**src/rtl/ram_cmd_feeder_pkg.sv**
```systemverilog
// ram_cmd_feeder_pkg: field widths, unsolved-token layout and feeder FSM states
package ram_cmd_feeder_pkg;
  localparam int DATA_W = 64;
  localparam int ADDR_W = 9;
  localparam int MASK_W = 8;
  localparam int OFF_W = 16;
  localparam int TOKEN_W = 33;
  localparam int TOK_ADDR_HI = 32;
  localparam int TOK_ADDR_LO = 24;
  localparam int TOK_MASK_HI = 23;
  localparam int TOK_MASK_LO = 16;
  localparam int TOK_OFF_HI = 15;
  localparam int TOK_OFF_LO = 0;
  typedef enum logic [1:0] {RUN = 2'd0, DRAIN = 2'd1, DONE = 2'd2} feeder_state_e;
  typedef struct packed {
    logic [ADDR_W-1:0] addr;
    logic [MASK_W-1:0] mask;
    logic [OFF_W-1:0] offset;
  } rd_cmd_t;
  function automatic rd_cmd_t unpack_token(input logic [TOKEN_W-1:0] t);
    return rd_cmd_t'{addr: t[TOK_ADDR_HI:TOK_ADDR_LO], mask: t[TOK_MASK_HI:TOK_MASK_LO], offset: t[TOK_OFF_HI:TOK_OFF_LO]};
  endfunction
endpackage

```
**src/rtl/ram_cmd_feeder_if.sv**
```systemverilog
// ram_cmd_feeder_if: request, unsolved-feedback, flush and ram command signals of the feeder
interface ram_cmd_feeder_if;
  import ram_cmd_feeder_pkg::*;
  logic lit_req_valid;
  logic lit_req_ready;
  logic [DATA_W-1:0] lit_req_data;
  logic [ADDR_W-1:0] lit_req_addr;
  logic [MASK_W-1:0] lit_req_mask;
  logic cp_req_valid;
  logic cp_req_ready;
  logic [ADDR_W-1:0] cp_req_addr;
  logic [MASK_W-1:0] cp_req_mask;
  logic [OFF_W-1:0] cp_req_offset;
  logic unsolved_valid_in;
  logic [TOKEN_W-1:0] unsolved_data_in;
  logic unsolved_rd;
  logic unsolved_half_full;
  logic ram_almost_full;
  logic ram_empty;
  logic flush_req;
  logic flush_done;
  logic valid_wr_out;
  logic [DATA_W-1:0] lit_out;
  logic [ADDR_W-1:0] lit_address_out;
  logic [MASK_W-1:0] lit_valid_out;
  logic valid_rd_out;
  logic [ADDR_W-1:0] copy_address_out;
  logic [MASK_W-1:0] copy_valid_out;
  logic [OFF_W-1:0] copy_offset_out;
  modport slave (
    input lit_req_valid, lit_req_data, lit_req_addr, lit_req_mask,
    input cp_req_valid, cp_req_addr, cp_req_mask, cp_req_offset,
    input unsolved_valid_in, unsolved_data_in, unsolved_half_full,
    input ram_almost_full, ram_empty, flush_req,
    output lit_req_ready, cp_req_ready, unsolved_rd, flush_done,
    output valid_wr_out, lit_out, lit_address_out, lit_valid_out,
    output valid_rd_out, copy_address_out, copy_valid_out, copy_offset_out
  );
  modport master (
    output lit_req_valid, lit_req_data, lit_req_addr, lit_req_mask,
    output cp_req_valid, cp_req_addr, cp_req_mask, cp_req_offset,
    output unsolved_valid_in, unsolved_data_in, unsolved_half_full,
    output ram_almost_full, ram_empty, flush_req,
    input lit_req_ready, cp_req_ready, unsolved_rd, flush_done,
    input valid_wr_out, lit_out, lit_address_out, lit_valid_out,
    input valid_rd_out, copy_address_out, copy_valid_out, copy_offset_out
  );
endinterface

```
**src/rtl/ram_cmd_feeder_rd_arbiter.sv**
```systemverilog
// ram_cmd_feeder_rd_arbiter: copy vs unsolved-token read select with a starvation counter
module ram_cmd_feeder_rd_arbiter #(
  parameter logic [7:0] STARVE_LIMIT = 8'd16
) (
  input  logic clk,
  input  logic rst_n,
  input  logic u_open,
  input  logic cp_open,
  input  logic cp_valid,
  input  logic unsolved_valid,
  input  logic unsolved_half_full,
  output logic cp_ready,
  output logic unsolved_rd
);
  logic [7:0] starve_q, starve_d;
  logic cp_win;
  always_comb begin
    unsolved_rd = u_open & unsolved_valid & (unsolved_half_full | (starve_q >= STARVE_LIMIT) | ~(cp_valid & cp_open));
    cp_ready = cp_open & ~unsolved_rd;
    cp_win = cp_valid & cp_ready;
    starve_d = (~unsolved_valid | unsolved_rd) ? 8'd0 : cp_win ? starve_q + {7'd0, starve_q != 8'hFF} : starve_q;
  end
  always_ff @(posedge clk) begin
    if (!rst_n) starve_q <= 8'd0;
    else starve_q <= starve_d;
  end
endmodule

```
**src/rtl/ram_cmd_feeder.sv**
```systemverilog
// ram_cmd_feeder: issues literal writes and copy/unsolved reads to a ram_module with backpressure and flush drain
module ram_cmd_feeder
  import ram_cmd_feeder_pkg::*;
#(
  parameter logic [7:0] STARVE_LIMIT = 8'd16,
  parameter logic [3:0] QUIET_CYCLES = 4'd4
) (
  input logic clk,
  input logic rst_n,
  ram_cmd_feeder_if.slave bus
);
  feeder_state_e state_q, state_d;
  logic [3:0] quiet_q, quiet_d;
  logic wr_valid_q, wr_valid_d, rd_valid_q, rd_valid_d;
  logic [DATA_W-1:0] lit_q, lit_d;
  logic [ADDR_W-1:0] lit_addr_q, lit_addr_d;
  logic [MASK_W-1:0] lit_mask_q, lit_mask_d;
  rd_cmd_t rd_q, rd_d, rd_sel;
  logic u_open, cp_open, lit_acc, rd_acc, cp_ready, unsolved_rd;
  always_comb begin
    u_open = rst_n & ~bus.ram_almost_full;
    cp_open = u_open & (state_q == RUN);
  end
  ram_cmd_feeder_rd_arbiter #(.STARVE_LIMIT(STARVE_LIMIT)) u_arb (
    .clk(clk),
    .rst_n(rst_n),
    .u_open(u_open),
    .cp_open(cp_open),
    .cp_valid(bus.cp_req_valid),
    .unsolved_valid(bus.unsolved_valid_in),
    .unsolved_half_full(bus.unsolved_half_full),
    .cp_ready(cp_ready),
    .unsolved_rd(unsolved_rd)
  );
  always_comb begin
    bus.lit_req_ready = cp_open;
    bus.cp_req_ready = cp_ready;
    bus.unsolved_rd = unsolved_rd;
    bus.flush_done = rst_n & (state_q == DONE);
    bus.valid_wr_out = wr_valid_q;
    bus.lit_out = lit_q;
    bus.lit_address_out = lit_addr_q;
    bus.lit_valid_out = lit_mask_q;
    bus.valid_rd_out = rd_valid_q;
    bus.copy_address_out = rd_q.addr;
    bus.copy_valid_out = rd_q.mask;
    bus.copy_offset_out = rd_q.offset;
    lit_acc = bus.lit_req_valid & cp_open;
    wr_valid_d = lit_acc & (bus.lit_req_mask != '0);
    lit_d = wr_valid_d ? bus.lit_req_data : lit_q;
    lit_addr_d = wr_valid_d ? bus.lit_req_addr : lit_addr_q;
    lit_mask_d = wr_valid_d ? bus.lit_req_mask : lit_mask_q;
    rd_sel = unsolved_rd ? unpack_token(bus.unsolved_data_in)
                         : rd_cmd_t'{addr: bus.cp_req_addr, mask: bus.cp_req_mask, offset: bus.cp_req_offset};
    rd_acc = unsolved_rd | (bus.cp_req_valid & cp_ready);
    rd_valid_d = rd_acc & (rd_sel.mask != '0);
    rd_d = rd_valid_d ? rd_sel : rd_q;
    quiet_d = ((state_q == DRAIN) & bus.ram_empty & ~bus.unsolved_valid_in & ~wr_valid_q & ~rd_valid_q) ? quiet_q + 4'd1 : 4'd0;
    state_d = state_q;
    case (state_q)
      RUN: if (bus.flush_req) state_d = DRAIN;
      DRAIN: if (quiet_d == QUIET_CYCLES) state_d = DONE;
      default: state_d = RUN;
    endcase
  end
  always_ff @(posedge clk) begin
    if (!rst_n) begin
      state_q <= RUN;
      quiet_q <= 4'd0;
      wr_valid_q <= 1'b0;
      rd_valid_q <= 1'b0;
      lit_q <= '0;
      lit_addr_q <= '0;
      lit_mask_q <= '0;
      rd_q <= '0;
    end else begin
      state_q <= state_d;
      quiet_q <= quiet_d;
      wr_valid_q <= wr_valid_d;
      rd_valid_q <= rd_valid_d;
      lit_q <= lit_d;
      lit_addr_q <= lit_addr_d;
      lit_mask_q <= lit_mask_d;
      rd_q <= rd_d;
    end
  end
endmodule

```
**src/flat_wrapper.sv**
```systemverilog
// flat-port wrapper written by rule: the top's interface ports become plain ports
module ram_cmd_feeder_flat import ram_cmd_feeder_pkg::*;
#(
  parameter logic [7:0] STARVE_LIMIT = 8'd16,
  parameter logic [3:0] QUIET_CYCLES = 4'd4
)
  (clk, rst_n, bus_lit_req_valid, bus_lit_req_data, bus_lit_req_addr, bus_lit_req_mask, bus_cp_req_valid, bus_cp_req_addr, bus_cp_req_mask, bus_cp_req_offset, bus_unsolved_valid_in, bus_unsolved_data_in, bus_unsolved_half_full, bus_ram_almost_full, bus_ram_empty, bus_flush_req, bus_lit_req_ready, bus_cp_req_ready, bus_unsolved_rd, bus_flush_done, bus_valid_wr_out, bus_lit_out, bus_lit_address_out, bus_lit_valid_out, bus_valid_rd_out, bus_copy_address_out, bus_copy_valid_out, bus_copy_offset_out);
  ram_cmd_feeder_if bus_i ();
  input logic clk;
  input logic rst_n;
  input wire logic [$bits(bus_i.lit_req_valid)-1:0] bus_lit_req_valid;
  input wire logic [$bits(bus_i.lit_req_data)-1:0] bus_lit_req_data;
  input wire logic [$bits(bus_i.lit_req_addr)-1:0] bus_lit_req_addr;
  input wire logic [$bits(bus_i.lit_req_mask)-1:0] bus_lit_req_mask;
  input wire logic [$bits(bus_i.cp_req_valid)-1:0] bus_cp_req_valid;
  input wire logic [$bits(bus_i.cp_req_addr)-1:0] bus_cp_req_addr;
  input wire logic [$bits(bus_i.cp_req_mask)-1:0] bus_cp_req_mask;
  input wire logic [$bits(bus_i.cp_req_offset)-1:0] bus_cp_req_offset;
  input wire logic [$bits(bus_i.unsolved_valid_in)-1:0] bus_unsolved_valid_in;
  input wire logic [$bits(bus_i.unsolved_data_in)-1:0] bus_unsolved_data_in;
  input wire logic [$bits(bus_i.unsolved_half_full)-1:0] bus_unsolved_half_full;
  input wire logic [$bits(bus_i.ram_almost_full)-1:0] bus_ram_almost_full;
  input wire logic [$bits(bus_i.ram_empty)-1:0] bus_ram_empty;
  input wire logic [$bits(bus_i.flush_req)-1:0] bus_flush_req;
  output wire logic [$bits(bus_i.lit_req_ready)-1:0] bus_lit_req_ready;
  output wire logic [$bits(bus_i.cp_req_ready)-1:0] bus_cp_req_ready;
  output wire logic [$bits(bus_i.unsolved_rd)-1:0] bus_unsolved_rd;
  output wire logic [$bits(bus_i.flush_done)-1:0] bus_flush_done;
  output wire logic [$bits(bus_i.valid_wr_out)-1:0] bus_valid_wr_out;
  output wire logic [$bits(bus_i.lit_out)-1:0] bus_lit_out;
  output wire logic [$bits(bus_i.lit_address_out)-1:0] bus_lit_address_out;
  output wire logic [$bits(bus_i.lit_valid_out)-1:0] bus_lit_valid_out;
  output wire logic [$bits(bus_i.valid_rd_out)-1:0] bus_valid_rd_out;
  output wire logic [$bits(bus_i.copy_address_out)-1:0] bus_copy_address_out;
  output wire logic [$bits(bus_i.copy_valid_out)-1:0] bus_copy_valid_out;
  output wire logic [$bits(bus_i.copy_offset_out)-1:0] bus_copy_offset_out;
  assign bus_i.lit_req_valid = bus_lit_req_valid;
  assign bus_i.lit_req_data = bus_lit_req_data;
  assign bus_i.lit_req_addr = bus_lit_req_addr;
  assign bus_i.lit_req_mask = bus_lit_req_mask;
  assign bus_i.cp_req_valid = bus_cp_req_valid;
  assign bus_i.cp_req_addr = bus_cp_req_addr;
  assign bus_i.cp_req_mask = bus_cp_req_mask;
  assign bus_i.cp_req_offset = bus_cp_req_offset;
  assign bus_i.unsolved_valid_in = bus_unsolved_valid_in;
  assign bus_i.unsolved_data_in = bus_unsolved_data_in;
  assign bus_i.unsolved_half_full = bus_unsolved_half_full;
  assign bus_i.ram_almost_full = bus_ram_almost_full;
  assign bus_i.ram_empty = bus_ram_empty;
  assign bus_i.flush_req = bus_flush_req;
  assign bus_lit_req_ready = bus_i.lit_req_ready;
  assign bus_cp_req_ready = bus_i.cp_req_ready;
  assign bus_unsolved_rd = bus_i.unsolved_rd;
  assign bus_flush_done = bus_i.flush_done;
  assign bus_valid_wr_out = bus_i.valid_wr_out;
  assign bus_lit_out = bus_i.lit_out;
  assign bus_lit_address_out = bus_i.lit_address_out;
  assign bus_lit_valid_out = bus_i.lit_valid_out;
  assign bus_valid_rd_out = bus_i.valid_rd_out;
  assign bus_copy_address_out = bus_i.copy_address_out;
  assign bus_copy_valid_out = bus_i.copy_valid_out;
  assign bus_copy_offset_out = bus_i.copy_offset_out;
  ram_cmd_feeder #(.STARVE_LIMIT(STARVE_LIMIT), .QUIET_CYCLES(QUIET_CYCLES)) u_core (.clk(clk), .rst_n(rst_n), .bus(bus_i));
endmodule
```
**config.mk**
```make
export PLATFORM = sky130hd
export DESIGN_NAME = ram_cmd_feeder_flat
export DESIGN_NICKNAME = d
export VERILOG_FILES = /design/src/rtl/ram_cmd_feeder_pkg.sv /design/src/rtl/ram_cmd_feeder_if.sv /design/src/rtl/ram_cmd_feeder_rd_arbiter.sv /design/src/rtl/ram_cmd_feeder.sv /design/src/flat_wrapper.sv
export SDC_FILE = /design/constraint.sdc
export NUM_CORES = 1
export LEC_CHECK = 0
export CORE_UTILIZATION = 40
export DETAILED_ROUTE_END_ITERATION = 8
export PLACE_DENSITY_LB_ADDON = 0.05
export RECOVER_POWER = 25
export SLEW_MARGIN = 20
export SYNTH_ARGS = -nofsm -noshare
export SYNTH_HDL_FRONTEND = slang
export SYNTH_SLANG_ARGS = --single-unit
```
**constraint.sdc**
```tcl
create_clock -name clk -period 2.41 [get_ports clk]
set_input_delay 0.3615 -clock clk [delete_from_list [all_inputs] [get_ports clk]]
set_output_delay 0.3615 -clock clk [all_outputs]
set_load 0.01 [all_outputs]
```
# ---- Word-level counts from Yosys, hierarchy flattened
# Cells that the tools add are included.
dict set report word_totals {
  input_bits 156
  out_inout_bits 120
  elab_cells 56
  register_bits 130
}
dict set report op_classes {
  n_bitwise 26
  reduce_logical 5
  addsub 2
  n_eq_ne 6
  n_lt_le_gt_ge 1
  mux 5
}
# operator n
set ops {}
lappend ops {{two-way mux 33 bit} 1}
lappend ops {{nonzero test 8 bit} 2}
lappend ops {{bitwise AND 1 bit} 15}
lappend ops {{adder 8 x 1 -> 8 bit} 1}
lappend ops {{>= comparator 8 x 5 -> 1 bit (second input constant)} 1}
lappend ops {{inequality test 8 bit (second input constant)} 1}
lappend ops {{NOT 1 bit} 7}
lappend ops {{adder 4 x 1 -> 4 bit (second input constant)} 1}
lappend ops {{== test 4 x 3 -> 1 bit (second input constant)} 1}
lappend ops {{two-way mux 2 bit} 2}
lappend ops {{two-way mux 4 bit} 1}
lappend ops {{inequality test 2 bit (second input constant)} 2}
lappend ops {{bitwise OR 1 bit} 4}
lappend ops {{case mux 2 bit (2 select lines)} 1}
lappend ops {{== test 2 x 1 -> 1 bit (second input constant)} 1}
lappend ops {{== test 2 bit (second input constant)} 1}
lappend ops {{zero test 2 bit} 1}
lappend ops {{AND reduction 2 bit} 1}
lappend ops {{OR reduction 2 bit} 1}

# ---- Depth between registers and ports, before layout
dict set report depth {
  ltp_word 12
  depth_mapped 8
  ltp_nobuf 7
}

# ---- Cells and area by module
# Synthesis repeated with hierarchy kept, for this count alone.
dict set report unflattened {
  hier_cells 642
  hier_area_um2 6367.4
}
# mod cells_per_inst seq_area_each_um2 instances area_per_inst_um2
set by_module_without_submodules {}
lappend by_module_without_submodules {ram_cmd_feeder 580 2442.3 1 5838.1}
lappend by_module_without_submodules {ram_cmd_feeder_rd_arbiter 62 160.2 1 529.3}

# ---- Worst setup path before layout
# Ideal clock, no wire load.
dict set report synth_path {
  path_type {register to output}
  from {register u_core.state_q[1]}
  to {output bus_cp_req_ready}
  n_path_buf 2
  stages_incl_launch_ff 7
  setup_slack_ps 346
  required_time_ps 2049
  arrival_time_ps 1702
  cell_sequence {dfxtp_1 nor4b_4 nand2_1 o21ai_1 buf_4 buf_2 and2_1}
}
dict set report synth_via {
  elab_chain_cells 8
}
# item line
set synth_rtl {}
lappend synth_rtl {{from (decl)} ram_cmd_feeder.sv:12} ;# feeder_state_e state_q, state_d;
lappend synth_rtl {{from (signal assigned)} ram_cmd_feeder.sv:77} ;# state_q <= state_d;
lappend synth_rtl {{zero test 2 bit (*)} ram_cmd_feeder.sv:22} ;# cp_open = u_open & (state_q == RUN);
lappend synth_rtl {{bitwise AND 1 bit (*)} ram_cmd_feeder.sv:22}
lappend synth_rtl {{net bus_lit_req_ready} flat_wrapper.sv:25} ;# output wire logic [$bits(bus_i.lit_req_ready)-1:0] bus_lit_req_ready;
lappend synth_rtl {{bitwise AND 1 bit} ram_cmd_feeder_rd_arbiter.sv:18} ;# unsolved_rd = u_open & unsolved_valid & (unsolved_half_full | (starve_q >= STARVE_LIMIT) | ~(cp_valid & cp_ope ...
lappend synth_rtl {{NOT 1 bit} ram_cmd_feeder_rd_arbiter.sv:18}
lappend synth_rtl {{bitwise OR 1 bit} ram_cmd_feeder_rd_arbiter.sv:18}
lappend synth_rtl {{bitwise AND 1 bit} ram_cmd_feeder_rd_arbiter.sv:18}
lappend synth_rtl {{NOT 1 bit} ram_cmd_feeder_rd_arbiter.sv:19} ;# cp_ready = cp_open & ~unsolved_rd;
lappend synth_rtl {{bitwise AND 1 bit (*)} ram_cmd_feeder_rd_arbiter.sv:19}
lappend synth_rtl {{to (decl)} flat_wrapper.sv:26} ;# output wire logic [$bits(bus_i.cp_req_ready)-1:0] bus_cp_req_ready;
# Mark *: on every way through the listed nets, which the timed path passes. The rest lies on a longest branch.

# ---- Worst setup path after layout
dict set report layout_path {
  from {register u_core.state_q[1]}
  to {output bus_unsolved_rd}
}
dict set report layout_via {
  elab_chain_cells 6
}
# item line
set layout_rtl {}
lappend layout_rtl {{zero test 2 bit} ram_cmd_feeder.sv:22}
lappend layout_rtl {{bitwise AND 1 bit} ram_cmd_feeder.sv:22}
lappend layout_rtl {{bitwise AND 1 bit} ram_cmd_feeder_rd_arbiter.sv:18}
lappend layout_rtl {{NOT 1 bit} ram_cmd_feeder_rd_arbiter.sv:18}
lappend layout_rtl {{bitwise OR 1 bit} ram_cmd_feeder_rd_arbiter.sv:18}
lappend layout_rtl {{bitwise AND 1 bit} ram_cmd_feeder_rd_arbiter.sv:18}
lappend layout_rtl {{to (decl)} flat_wrapper.sv:27} ;# output wire logic [$bits(bus_i.unsolved_rd)-1:0] bus_unsolved_rd;
# Every way passes these cells.

==> summary by stage <==
Run status
The run finished with clean final reports.

Synth
For this run, asynchronously set or reset flops after synthesis account for 0%. The biggest area contributor in the post-synthesis netlist is dfxtp_1. The basic-gate share of the synthesized area counting and, or, nand and nor cells is 19.4%. The complex-gate fraction of the synthesized area is 13.2%. The synthesized design contains 0 enable-type register cells. Synthesis handed over a netlist of 580 instances. In the synthesized netlist, mux cells make up 12.6% of the area. When the netlist entered floorplanning its net count stood at 739. Synthesis inferred 130 register bits. The netlist area before placement is 0.00525 mm^2. Yosys attributes the largest share of cell area to dfxtp_1 (50%), nand2_1 (14%), mux2i_1 (13%), a21boi_0 (11%), clkbuf_1 (1.5%). Of the total synthesized cell area, the portion taken by full adders, half adders and majority gates is 0.716%. After Yosys synthesis, XOR and XNOR cells account for 0.668% of the synthesized area. For this run, the leading register cell type out of synthesis is dfxtp_1. The number of different library cells used by synthesis comes to 38. After synthesis, the largest family of logic cells by area is simple AND/OR/NAND/NOR gates. Dividing the synthesized area by the synthesized cell count gives 9.04 um^2. The count of synthesis-stage warnings from yosys is 0. The fraction of the yosys area taken by sequential cells is 49.6%. The fraction of post-synthesis cell area in the top cell type by area is between 40% and 50%.

STA
Setup violations remaining at the end of the flow were counted as 0. Setup repair after global routing left no endpoint under its margin. Summed over all failing endpoints, the final setup total negative slack is 0 ns. The count of endpoints failing hold in the final timing report came to 0.

The final critical-path share of the clock period is 92.9%. Subtracting the final worst setup slack from the clock period gives 2.24 ns. The transition time at the pin with the least slew margin is 0.692 ns. The fmax is 447 MHz. The worst clock skew is 0.00266 ns. The final count of pins violating max slew is 0.

The worst-case headroom to the max-slew limit is 53.9%.

Layout
The total number of nets in the final design is 1013. The area taken by flip-flops and latches is 0.00260 mm^2. Leaving out fill and tap cells, the most frequent cells in the layout are clkdlybuf4s50_1 (216), nand2_1 (199), dfxtp_1 (130), a21boi_0 (79), mux2i_1 (66). The area growth from synthesis to layout is 68.6%. Leaving out filler cells and counting taps, the final layout contains between 1000 and 1500. The number of antenna repair diodes is 0. The library cell used most frequently in the layout, excluding fill and tap cells, is clkdlybuf4s50_1. The layout cell share with drive strength beyond 1 is 6.12%.

The number of fill cells is between 1000 and 1500. In the final layout, the multi-input gates occupy 0.00248 mm^2. The finished cells cover 0.00884 mm^2.

CTS
The clock latency on the worst-skew pair is 0.41 ns. Gates resized during post-CTS repair numbered 3. In this run, CTS created clock tree buffers numbering 17. In this run the deepest clock path goes through 2 buffers.

Buffers added to address setup during post-CTS repair amount to 0. After clock tree synthesis, the clock-pin slew on the worst setup and hold paths is roughly 0.050 ns. The CTS H-tree depth is 4.

TritonCTS built the clock tree. CTS placed an instance of clkbuf_16 at the clock tree root. Counting every sink on the clock net gives 130. The number of buffers inserted for hold repair after clock tree synthesis is 0.

Route
In the routed design, unresolved DRC markers number 0. The detailed-route via count is 4934. The routed design has 15.4 mm of wire. The via density per instance is approximately 4.8.

The antenna violation net count after detailed routing is 0. The number of iterations in the first detailed-routing pass is 6. The number of violations reported at the end of detailed-routing iteration 0 is 187. The per-cell routed wire length is 14.8 um.

Floorplan
For this configuration, the core starts out at a cell density of between 40% and 50%. The area of the core is 0.0127 mm^2. The die outline area is 0.0136 mm^2. From bottom edge to top edge, the die measures approximately 120 um.

The x dimension of the die is ~120 um. The number of ports placed on the die boundary is about 280. The number of cell rows is 41.

Global routing
The first global-routing pass estimated 23.4 mm of wire. The via count of the first global-routing pass is 4758. The maximum number of pins on one net before global-route repair is 78. The number of antenna violations at the first check in global routing came to 0. For this run, the total global-route usage over all layers was measured as 22.7%.

The final global-route overflow total is 0.

Place
The number of input and output port buffers inserted is ~280. Routability-driven placement finished with a final weighted congestion of slightly below 0.8. Summing all placed instances gives a cell area of 0.00825 mm^2.

The number of placed instances, taps included, is 1007. The detailed placer's ending HPWL is 11.5 mm.

Setup path
Data on the critical path is required at its endpoint by 2.05 ns. The startpoint type of the worst setup path is a flop. The data arrival time of the worst path is 1.88 ns. The category of the critical setup timing path is flop to primary output. STA classifies the critical path endpoint as a primary output.

Of all nets on the critical path, the largest fanout is 5.

Power and ir drop
The maximum resistive drop on vdd is around 0.00039 V. The power per standard cell area is roughly 630 mW/mm^2. The leakage power is 3.55 nW. Total power for the finished layout comes to 5.61 mW.

Flow run
The number of maximum-capacitance constraint violations is 0.

Worst hold path
The tightest min-delay check is of the primary input to flop type.
## per-stage QoR
step           setup slack, ns  hold WS, ns  util, %
2_1_floorplan            0.346        0.430        -
3_3_place_gp           -0.0650        0.441     64.9
3_5_place_dp           -0.0554        0.446     64.9
4_1_cts                  0.156        0.268     69.5
5_1_grt                 0.0824        0.297     69.5
6_report                 0.171        0.278     69.5
## worst max-delay path: stages (launching register included)
cell           delay, ns
dfxtp_1             0.36
nor4b_4             0.33
nand2_2             0.12
o21ai_4             0.20
buf_4               0.15
inv_1               0.03
dlygate4sd2_1       0.28
## routing by layer
metal	global-route usage, %	part of all wire [%]	up-vias
met5	0	0	-
met4	12.9	3.1	0
met3	8.10	9.1	32
met2	39.1	50	188
met1	24.1	38	2224
li1	-	-	2490
## cells by family after synthesis
| family | after synthesis |
|---|---|
| compound gates | 94 |
| xor+xnor | 4 |
| fa+ha+maj | 3 |
| buf+inv | 42 |
| flops | 130 |
| mux | 66 |
| simple gates | 241 |
## final timing paths
kind	start	to	slack [ns]	cells past startpoint
worst max-delay path	u_core.state_q[1]$_SDFFE_PN0P_	bus_unsolved_rd	0.17	6
worst min-delay path	rst_n	u_core.bus.copy_offset_out[9]$_SDFFE_PN0P_	0.28	3
worst max register to register	u_core.state_q[1]$_SDFFE_PN0P_	u_core.bus.copy_valid_out[2]$_SDFFE_PN0P_	0.38	8
worst min register to register	u_core.bus.copy_offset_out[11]$_SDFFE_PN0P_	u_core.bus.copy_offset_out[11]$_SDFFE_PN0P_	0.45	2
## flip-flops by register name (all words and copies together), names as in the netlist
register / flops
u_core.bus.valid_wr_out: 1
u_core.bus.copy_address_out: 9
u_core.quiet_q: 4
u_core.bus.valid_rd_out: 1
u_core.u_arb.starve_q: 8
u_core.bus.copy_offset_out: 16
u_core.bus.copy_valid_out: 8
u_core.bus.lit_address_out: 9
u_core.bus.lit_valid_out: 8
u_core.bus.lit_out: 64
u_core.state_q: 2
## synthesized netlist by cell type, types with 3 or more instances
cell,instances
dfxtp_1,130
mux2i_1,66
nand4_1,5
clkbuf_1,21
buf_2,12
nand2_1,200
nand3_1,4
buf_6,3
inv_1,4
ha_1,3
nand3b_1,3
a21oi_1,5
nor4_1,5
a32oi_1,3
a21boi_0,79
nor2_1,8
## final cells by class
cell class	instances	share of cell area, %
Timing Repair Buffer	292	33.2
Sequential cell	130	29.4
Multi-Input combinational cell	408	28.0
Clock buffer	27	5.92
Tap cell	172	2.43
Clock inverter	4	0.793
Inverter	5	0.212
## power breakdown
group          internal [mW]  switching [mW]  total (mW)
combinational          0.480           0.287       0.767
clock                   1.68           0.872        2.55
sequential              2.24          0.0477        2.29
total                   4.40            1.21        5.61
Note: power is estimated with default switching activity, not from simulation.
